**config.mk**
```make
export PLATFORM = sky130hd
export DESIGN_NAME = inst_queue
export DESIGN_NICKNAME = d
export VERILOG_FILES = /design/src/rtl/inst_queue_pkg.sv /design/src/rtl/inst_queue.sv
export SDC_FILE = /design/constraint.sdc
export NUM_CORES = 2
export LEC_CHECK = 0
export CAP_MARGIN = 0
export CORE_MARGIN = 5
export CORE_UTILIZATION = 45
export DETAILED_ROUTE_END_ITERATION = 6
export MAX_ROUTING_LAYER = met4
export SYNTH_ARGS = -nofsm -noshare
export SYNTH_HDL_FRONTEND = slang
export SYNTH_SLANG_ARGS = --single-unit
```
**constraint.sdc**
```tcl
create_clock -name clk -period 55.7 [get_ports clk]
set_input_delay 5.57 -clock clk [delete_from_list [all_inputs] [get_ports clk]]
set_output_delay 5.57 -clock clk [all_outputs]
set_load 0.02 [all_outputs]
```
**src/rtl/inst_queue_pkg.sv**
```systemverilog
// Shared types for the fetch/decode instruction buffer: fetch exception codes
// and the per-entry record stored in the queue.
package inst_queue_pkg;

  typedef enum logic [3:0] {
    EXC_NONE = 4'd0,
    ADEF     = 4'd1,
    ALE      = 4'd2,
    SYS      = 4'd3,
    BRK      = 4'd4,
    INE      = 4'd5,
    IPE      = 4'd6,
    TLBR     = 4'd7
  } exception_t;

  typedef struct packed {
    logic [31:0] pc;
    logic [31:0] inst;
    logic        pred_branch_taken;
    logic [31:0] pred_branch_target;
    logic        have_exception;
    exception_t  exception_type;
  } iq_entry_t;

endpackage

```
**src/rtl/inst_queue.sv**
```systemverilog
// Dual-issue instruction buffer between IF and ID: up to two pushes and two
// retirements per cycle, oldest two entries presented combinationally as lanes a/b.
module inst_queue
  import inst_queue_pkg::*;
#(
  parameter int unsigned DEPTH = 8
) (
  input  logic        clk,
  input  logic        reset,
  input  logic        flush,
  output logic        iq_allowin,
  input  logic [1:0]  if_push_num,
  input  logic [31:0] if_a_pc,
  input  logic [31:0] if_b_pc,
  input  logic [31:0] if_a_inst,
  input  logic [31:0] if_b_inst,
  input  logic        if_a_pred_branch_taken,
  input  logic        if_b_pred_branch_taken,
  input  logic [31:0] if_a_pred_branch_target,
  input  logic [31:0] if_b_pred_branch_target,
  input  logic        if_a_have_exception,
  input  logic        if_b_have_exception,
  input  exception_t  if_a_exception_type,
  input  exception_t  if_b_exception_type,
  input  logic [1:0]  id_consume_inst,
  output logic        a_valid,
  output logic        b_valid,
  output logic [31:0] a_pc,
  output logic [31:0] a_inst,
  output logic        a_pred_branch_taken,
  output logic [31:0] a_pred_branch_target,
  output logic        a_have_exception,
  output exception_t  a_exception_type,
  output logic [31:0] b_pc,
  output logic [31:0] b_inst,
  output logic        b_pred_branch_taken,
  output logic [31:0] b_pred_branch_target,
  output logic        b_have_exception,
  output exception_t  b_exception_type
);

  localparam int unsigned IQ_PTR_W = $clog2(DEPTH);
  localparam int unsigned CNT_W    = IQ_PTR_W + 1;

  logic [IQ_PTR_W-1:0] head_q, head_d, tail_q, tail_d;
  logic [CNT_W-1:0]    count_q, count_d;
  iq_entry_t           entries_q [DEPTH];
  logic [1:0]          push_acc, pop_eff;
  iq_entry_t           wr_a, wr_b, rd_a, rd_b;

  // Registered count only, so consumption never feeds back into allowin.
  assign iq_allowin = (count_q <= CNT_W'(DEPTH - 2));

  assign wr_a = '{pc: if_a_pc, inst: if_a_inst,
                  pred_branch_taken: if_a_pred_branch_taken,
                  pred_branch_target: if_a_pred_branch_target,
                  have_exception: if_a_have_exception,
                  exception_type: if_a_exception_type};
  assign wr_b = '{pc: if_b_pc, inst: if_b_inst,
                  pred_branch_taken: if_b_pred_branch_taken,
                  pred_branch_target: if_b_pred_branch_target,
                  have_exception: if_b_have_exception,
                  exception_type: if_b_exception_type};

  always_comb begin
    push_acc = '0;
    pop_eff  = '0;
    if (iq_allowin && (if_push_num != 2'd3)) push_acc = if_push_num;
    if (id_consume_inst != 2'd3) begin
      // A consume beyond the occupancy can only happen with count <= 1.
      if (CNT_W'(id_consume_inst) > count_q) pop_eff = count_q[1:0];
      else                                   pop_eff = id_consume_inst;
    end
    head_d  = head_q + IQ_PTR_W'(pop_eff);
    tail_d  = tail_q + IQ_PTR_W'(push_acc);
    count_d = count_q + CNT_W'(push_acc) - CNT_W'(pop_eff);
    if (flush) begin
      head_d  = '0;
      tail_d  = '0;
      count_d = '0;
    end
  end

  always_ff @(posedge clk or posedge reset) begin
    if (reset) begin
      head_q  <= '0;
      tail_q  <= '0;
      count_q <= '0;
      for (int unsigned i = 0; i < DEPTH; i++) entries_q[i] <= '0;
    end else begin
      head_q  <= head_d;
      tail_q  <= tail_d;
      count_q <= count_d;
      if (!flush) begin
        if (push_acc != 2'd0) entries_q[tail_q] <= wr_a;
        if (push_acc == 2'd2) entries_q[tail_q + IQ_PTR_W'(1)] <= wr_b;
      end
    end
  end

  assign rd_a = entries_q[head_q];
  assign rd_b = entries_q[head_q + IQ_PTR_W'(1)];

  assign a_valid              = (count_q != '0);
  assign b_valid              = (count_q >= CNT_W'(2));
  assign a_pc                 = rd_a.pc;
  assign a_inst               = rd_a.inst;
  assign a_pred_branch_taken  = rd_a.pred_branch_taken;
  assign a_pred_branch_target = rd_a.pred_branch_target;
  assign a_have_exception     = rd_a.have_exception;
  assign a_exception_type     = rd_a.exception_type;
  assign b_pc                 = rd_b.pc;
  assign b_inst               = rd_b.inst;
  assign b_pred_branch_taken  = rd_b.pred_branch_taken;
  assign b_pred_branch_target = rd_b.pred_branch_target;
  assign b_have_exception     = rd_b.have_exception;
  assign b_exception_type     = rd_b.exception_type;

  a_push_num_legal: assert property (@(posedge clk) disable iff (reset)
    if_push_num != 2'd3);
  a_consume_legal: assert property (@(posedge clk) disable iff (reset || flush)
    id_consume_inst != 2'd3);
  a_consume_le_count: assert property (@(posedge clk) disable iff (reset || flush)
    CNT_W'(id_consume_inst) <= count_q);

endmodule

```
* After elaboration in Yosys (flattened, before gate mapping)
Index checks and enable logic that the tools add are counted.
** Storage, ports and cells
- Output and inout port bits :: 207
- Register bits after elaboration :: 826
- Bits of input ports :: 211
** Operators by class
- Bitwise operators :: 4
- Reductions and logical operators :: 5
- Mux-type cells :: 21
- Order comparisons :: 9
- Equality and inequality tests :: 3
- Add/subtract/negate cells :: 6
** Operator list (count)
- 816-bit 2-to-1 mux :: 3
- 816-bit bitwise mux :: 2
- 102-bit binary-select mux with 3-bit select :: 2
- 102-bit demux with 3-bit select :: 2
- 102-bit 2-to-1 mux :: 6
- 4-bit greater-or-equal comparator (second input constant) :: 4
- 3-bit NOT with 4-bit output :: 4
- 4-bit by 1-bit < comparator with 1-bit output (second input constant) :: 2
- 3-bit by 1-bit adder with 3-bit output (second input constant) :: 2
- 3-bit by 2-bit adder with 3-bit output :: 2
- 2-bit 2-to-1 mux :: 3
- 3-bit 2-to-1 mux :: 2
- 4-bit by 2-bit adder with 4-bit output :: 1
- 4-bit by 2-bit greater-or-equal comparator with 1-bit output (second input constant) :: 1
- 2-bit by 4-bit greater-than comparator with 1-bit output :: 1
- 4-bit by 3-bit <= comparator with 1-bit output (second input constant) :: 1
- 4-bit 2-to-1 mux :: 1
- 2-bit != test (second input constant) :: 2
- 4-bit nonzero test :: 1
- 4-bit by 2-bit subtractor with 4-bit output :: 1
- 1-bit logical AND :: 3
- 2-bit == test (second input constant) :: 1
- 2-bit nonzero test :: 1

* Longest topological paths before layout
- Depth after elaboration :: 10
- Depth in mapped cells :: 13
- Gate-level depth less buffers :: 13

* Worst setup path after synthesis
OpenSTA, ideal clock, no wires.
- Path type :: input to register
- Start :: input id_consume_inst[1]
- End :: register count_q[3]
- Path buffers :: 0
- Stages on the path :: 12
- Arrival time :: 7.818 ns
- Setup slack :: 47.750 ns
- Setup time :: 0.132 ns
- Cells stage by stage :: ha_1 -> nor2b_1 -> o211ai_1 -> mux2i_1 -> a21oi_1 -> fa_1 -> inv_1 -> ha_1 -> a21o_1 -> a21oi_1 -> xnor2_1 -> nor2_1
** On the way
- Cells in the longest elaborated chain, start to end :: 5
- Elaborated cells between the ends (all ways) :: 6
- Classes of those cells :: add/sub (1); order compare (1); eq/ne (1); mux (3)
** RTL lines
- start: declaration :: line inst_queue.sv:25 : input logic [1:0] id_consume_inst,
- 2-bit by 4-bit greater-than comparator with 1-bit output :: line inst_queue.sv:71 : if (CNT_W'(id_consume_inst) > count_q) pop_eff = count_q[1:0];
- 2-bit 2-to-1 mux :: line inst_queue.sv:71
- 2-bit 2-to-1 mux (*) :: line inst_queue.sv:69 : if (id_consume_inst != 2'd3) begin
- 4-bit by 2-bit subtractor with 4-bit output (*) :: line inst_queue.sv:76 : count_d = count_q + CNT_W'(push_acc) - CNT_W'(pop_eff);
- 4-bit 2-to-1 mux (*) :: line inst_queue.sv:77 : if (flush) begin
- net count_d[3] :: line inst_queue.sv:46 : logic [CNT_W-1:0] count_q, count_d;
- end signal: assignment :: line inst_queue.sv:93 : count_q <= count_d;
- end: declaration :: line inst_queue.sv:46
Mark *: on every way through the listed nets, which the timed path passes. The rest lies on a longest branch.
A chain may end at the register's enable or synchronous reset.

* Worst setup path after layout
- Start :: register head_q[0]
- End :: output b_pc[31]
** On the way
- Cells in the longest elaborated chain, start to end :: 5
** RTL lines
- start: declaration :: line inst_queue.sv:45 : logic [IQ_PTR_W-1:0] head_q, head_d, tail_q, tail_d;
- start signal: assignment :: line inst_queue.sv:86 : head_q <= '0;
- start signal: assignment :: line inst_queue.sv:91 : head_q <= head_d;
- 3-bit by 1-bit adder with 3-bit output :: line inst_queue.sv:102 : assign rd_b = entries_q[head_q + IQ_PTR_W'(1)];
- 3-bit NOT with 4-bit output (implied by the code) :: line inst_queue.sv:102
- 102-bit binary-select mux with 3-bit select :: line inst_queue.sv:102
- 102-bit 2-to-1 mux (implied by the code) (2 in series) :: line inst_queue.sv:102
- end: declaration :: line inst_queue.sv:34 : output logic [31:0] b_pc,
Every way passes these cells. The select of a mux whose other input is x is not followed.

==> impl_results.md <==
* Pin slew with the least headroom to its limit at around 1.2 ns
* CP required at ~50 ns
* Syn avg cell area at approximately 13 um2
* Crit-path cells: ha_4, buf_4, buf_4, mux4_2, mux2_2, clkdlybuf4s50_1
* Overall fraction of global-route tracks in use at 31.4%
* LEAKAGE at ~21 nW
* Most common cell on crit path: buf_4
* Initial core utilization at between 40% and 50%
* Hold_buf cts at 0
* PortBufs at 417
* Nets at between 4000 and 5000
* Initial antenna violation count at 24
* Sequential area share after synthesis at 40.3%
* Kind of cell adding the most delay to the critical path: buffers and inverters
* CP startpoint kind: register
* Period utilisation layout at approximately a fifth
* Largest fanout on the critical path at between 40 and 50
* Synth Area in Adders at less than 1%
* Largest net degree at the start of global routing at 195
* Post-Synthesis Net Count at around 4300
* Clk sinks at 826
* Synth warn at 0
* Fin crit period at between 10 and 15 ns
* Worst Path Arrival at 5.47 ns
* Slowest cell on crit path: dfrtp_4
* Max Root-Sink Buffers at 3
* Max_slew headroom at 19.1%
* H-tree levels at 3
* Outcome: completed
* Mapped Cells at about 4000
* Number of flops mapped to enable cells by yosys at 0
* VDD IR max at just under 0.00006 V
* Post-CTS Setup Repair Bufs at 0
* Synth Area in XOR/XNOR at 0.154%
* Synth Flop Type: dfrtp_1
* Max-cap violations at 0
* Post-synthesis mux area share at roughly 22%
* CP Class: reg -> out
* Final Hold Fails at 0
* Commonest non-fill, non-tap cell in the layout: dfrtp_1
* Clk Latency, worst-skew pair at just under 0.7 ns
* Mapped cell area at 51300 um2
* Die ar. at between 100000 and 150000 um2
* CTS tree: built
* Post-synthesis sequential element count at about 830
* Pwr per Cell Area at between 60 and 70 nW/um2
* Min Hold Slack at 0.546 ns
* Slowest stage delay, CP at 0.89 ns
* HPWL after DPL at roughly 100000 um
* First-pass GRT wire length at roughly 290000 um
* Row count at between 100 and 150
* Die H at 348 um
* Top Ports at between 400 and 500
* Initial DRC Count at between 4000 and 5000
* Post-synthesis simple-gate area fraction at ~3%
* Width of the die at 348 um
* Max-slew violation count at 0
* Final setup vio count at 0
* Avg WL per Cell at roughly 34 um
* Post-synth ARST share at between 90% and 100%
* CTS root buf: clkbuf_16
* Clk slew on worst S/H paths at roughly 0.06 ns
* Hold crit path type: reg -> reg
* RSZ-0062 raised after global routing: no
* Detailed Route WL at 190000 um
* Fmax at 0.0906 GHz
* Largest family of logic cells by synthesized area: compound AO/OA/AOI/OAI gates
* Clock skew at roughly 0.015 ns
* Overall power at ~3.9 mW
* Post-route ant nets at 0
* Complex-gate fraction of the synthesized area at roughly 28%
* Number of global-route vias before repair at 42580
* Cts repair resizes at 0
* Core box area at 113000 um2
* Yosys cell types at 43
* Area Growth Syn to Fin at 14.5%
* # DRC at 0
* Worst setup EP type: output pin
* DR pass1 iterations at 6
* Most frequent cells in the layout: 822 x dfrtp_1, 736 x a2bb2oi_1, 614 x o32ai_1, 417 x clkdlybuf4s50_1, 408 x mux4_2
* Grt ovf at 0
* CP Buf/Inv Count at 3
* Vias per cell at roughly 7.5
* Layout cell share with drive strength beyond 1 at about a quarter
* Routed vias at around 42000
* # fillers at about 9600
* Inserted Clock Buffers at 95
* Final TNS setup at 0 ns
* RD Place Congestion at about 0.79
power by group:
part | total (mW) | internal (mW) | leakage [nW] | switching [mW]
clock network | 0.656 | 0.387 | 1.56 | 0.269
registers | 1.09 | 0.858 | 10.3 | 0.233
logic | 2.20 | 1.15 | 9.26 | 1.05
layout make-up:
type / count / area [um2] / share of cell area (%)
Antenna cell: 24 / 60.1 / 0.102
Clock buffer: 140 / 2790 / 4.75
Sequential cell: 826 / 20700 / 35.2
Timing Repair Buffer: 497 / 4900 / 8.34
Inverter: 15 / 63.8 / 0.109
Clock inverter: 28 / 385 / 0.656
Tap cell: 1500 / 1880 / 3.20
Multi-Input combinational cell: 2538 / 28000 / 47.6
cell usage after synthesis (15+ instances only):
library cell  instances  share of area [%]
or2_2               103                1.3
a2bb2oi_2            80                2.3
nand2b_1            106                1.3
a2bb2oi_1           736                 13
o32ai_1             614                 10
o22ai_1             204                2.5
buf_2                97               0.95
clkbuf_1            388                2.8
mux2_2              204                4.5
inv_1                15               0.11
mux4_2              408                 18
dfrtp_1             826                 40
buf_1               170                1.2
sequential cells by signal (all words and copies together) (netlist names):
name	cells
tail_q	3
count_q	4
head_q	3
entries_q	816
per-stage QoR:
| step | area, um2 | instances | setup slack, ns | utilization [%] |
|---|---|---|---|---|
| finish | 58700 | 5568 | 44.66 | 52.1 |
| global route | 58700 | 5567 | 44.41 | 52.1 |
| CTS | 58700 | 5544 | 44.56 | 52.0 |
| detailed placement | 55500 | 5376 | 45.30 | 49.2 |
| global placement | 55500 | 5376 | 45.33 | 49.2 |
| floorplan | 51300 | 4052 | 26.93 | - |
cells by family after synthesis:
logic type,count (synthesis)
adder cells (fa/ha/maj),17
XOR/XNOR,9
flip-flops,826
multiplexers,613
AO/OA/AOI/OAI,1649
buffers and inverters,688
AND/OR/NAND/NOR,250
routing by layer:
metal,GRT usage (%),part of all wire [%],up-vias
li1,-,-,16989
met1,41.6,40,22137
met2,48.2,47,2433
met3,6.32,9.3,422
met4,11.7,3.9,0
met5,-,0,-
worst register-to-register path, cell delays in order, from the launching register on:
cell and delay (ns):
dfrtp_4 0.97, ha_1 0.44, nand4bb_4 0.72, o32a_1 0.43, nor2_4 0.70, buf_4 0.85, buf_4 0.81, a2bb2oi_1 0.25
final timing paths:
| check | cells past startpoint | to | slack, ns | startpoint |
|---|---|---|---|---|
| max | 6 | b_pc[31] | 44.66 | head_q[0] |
| min | 1 | entries_q[690] | 0.55 | entries_q[690] |
| max reg2reg | 7 | entries_q[377] | 50.45 | tail_q[1] |
| min reg2reg | 1 | entries_q[690] | 0.55 | entries_q[690] |
| max in group asynchronous | 5 | entries_q[177] | 47.13 | reset |
| min in group asynchronous | 2 | entries_q[414] | 5.40 | reset |
Power figures use the tool's default switching activity.
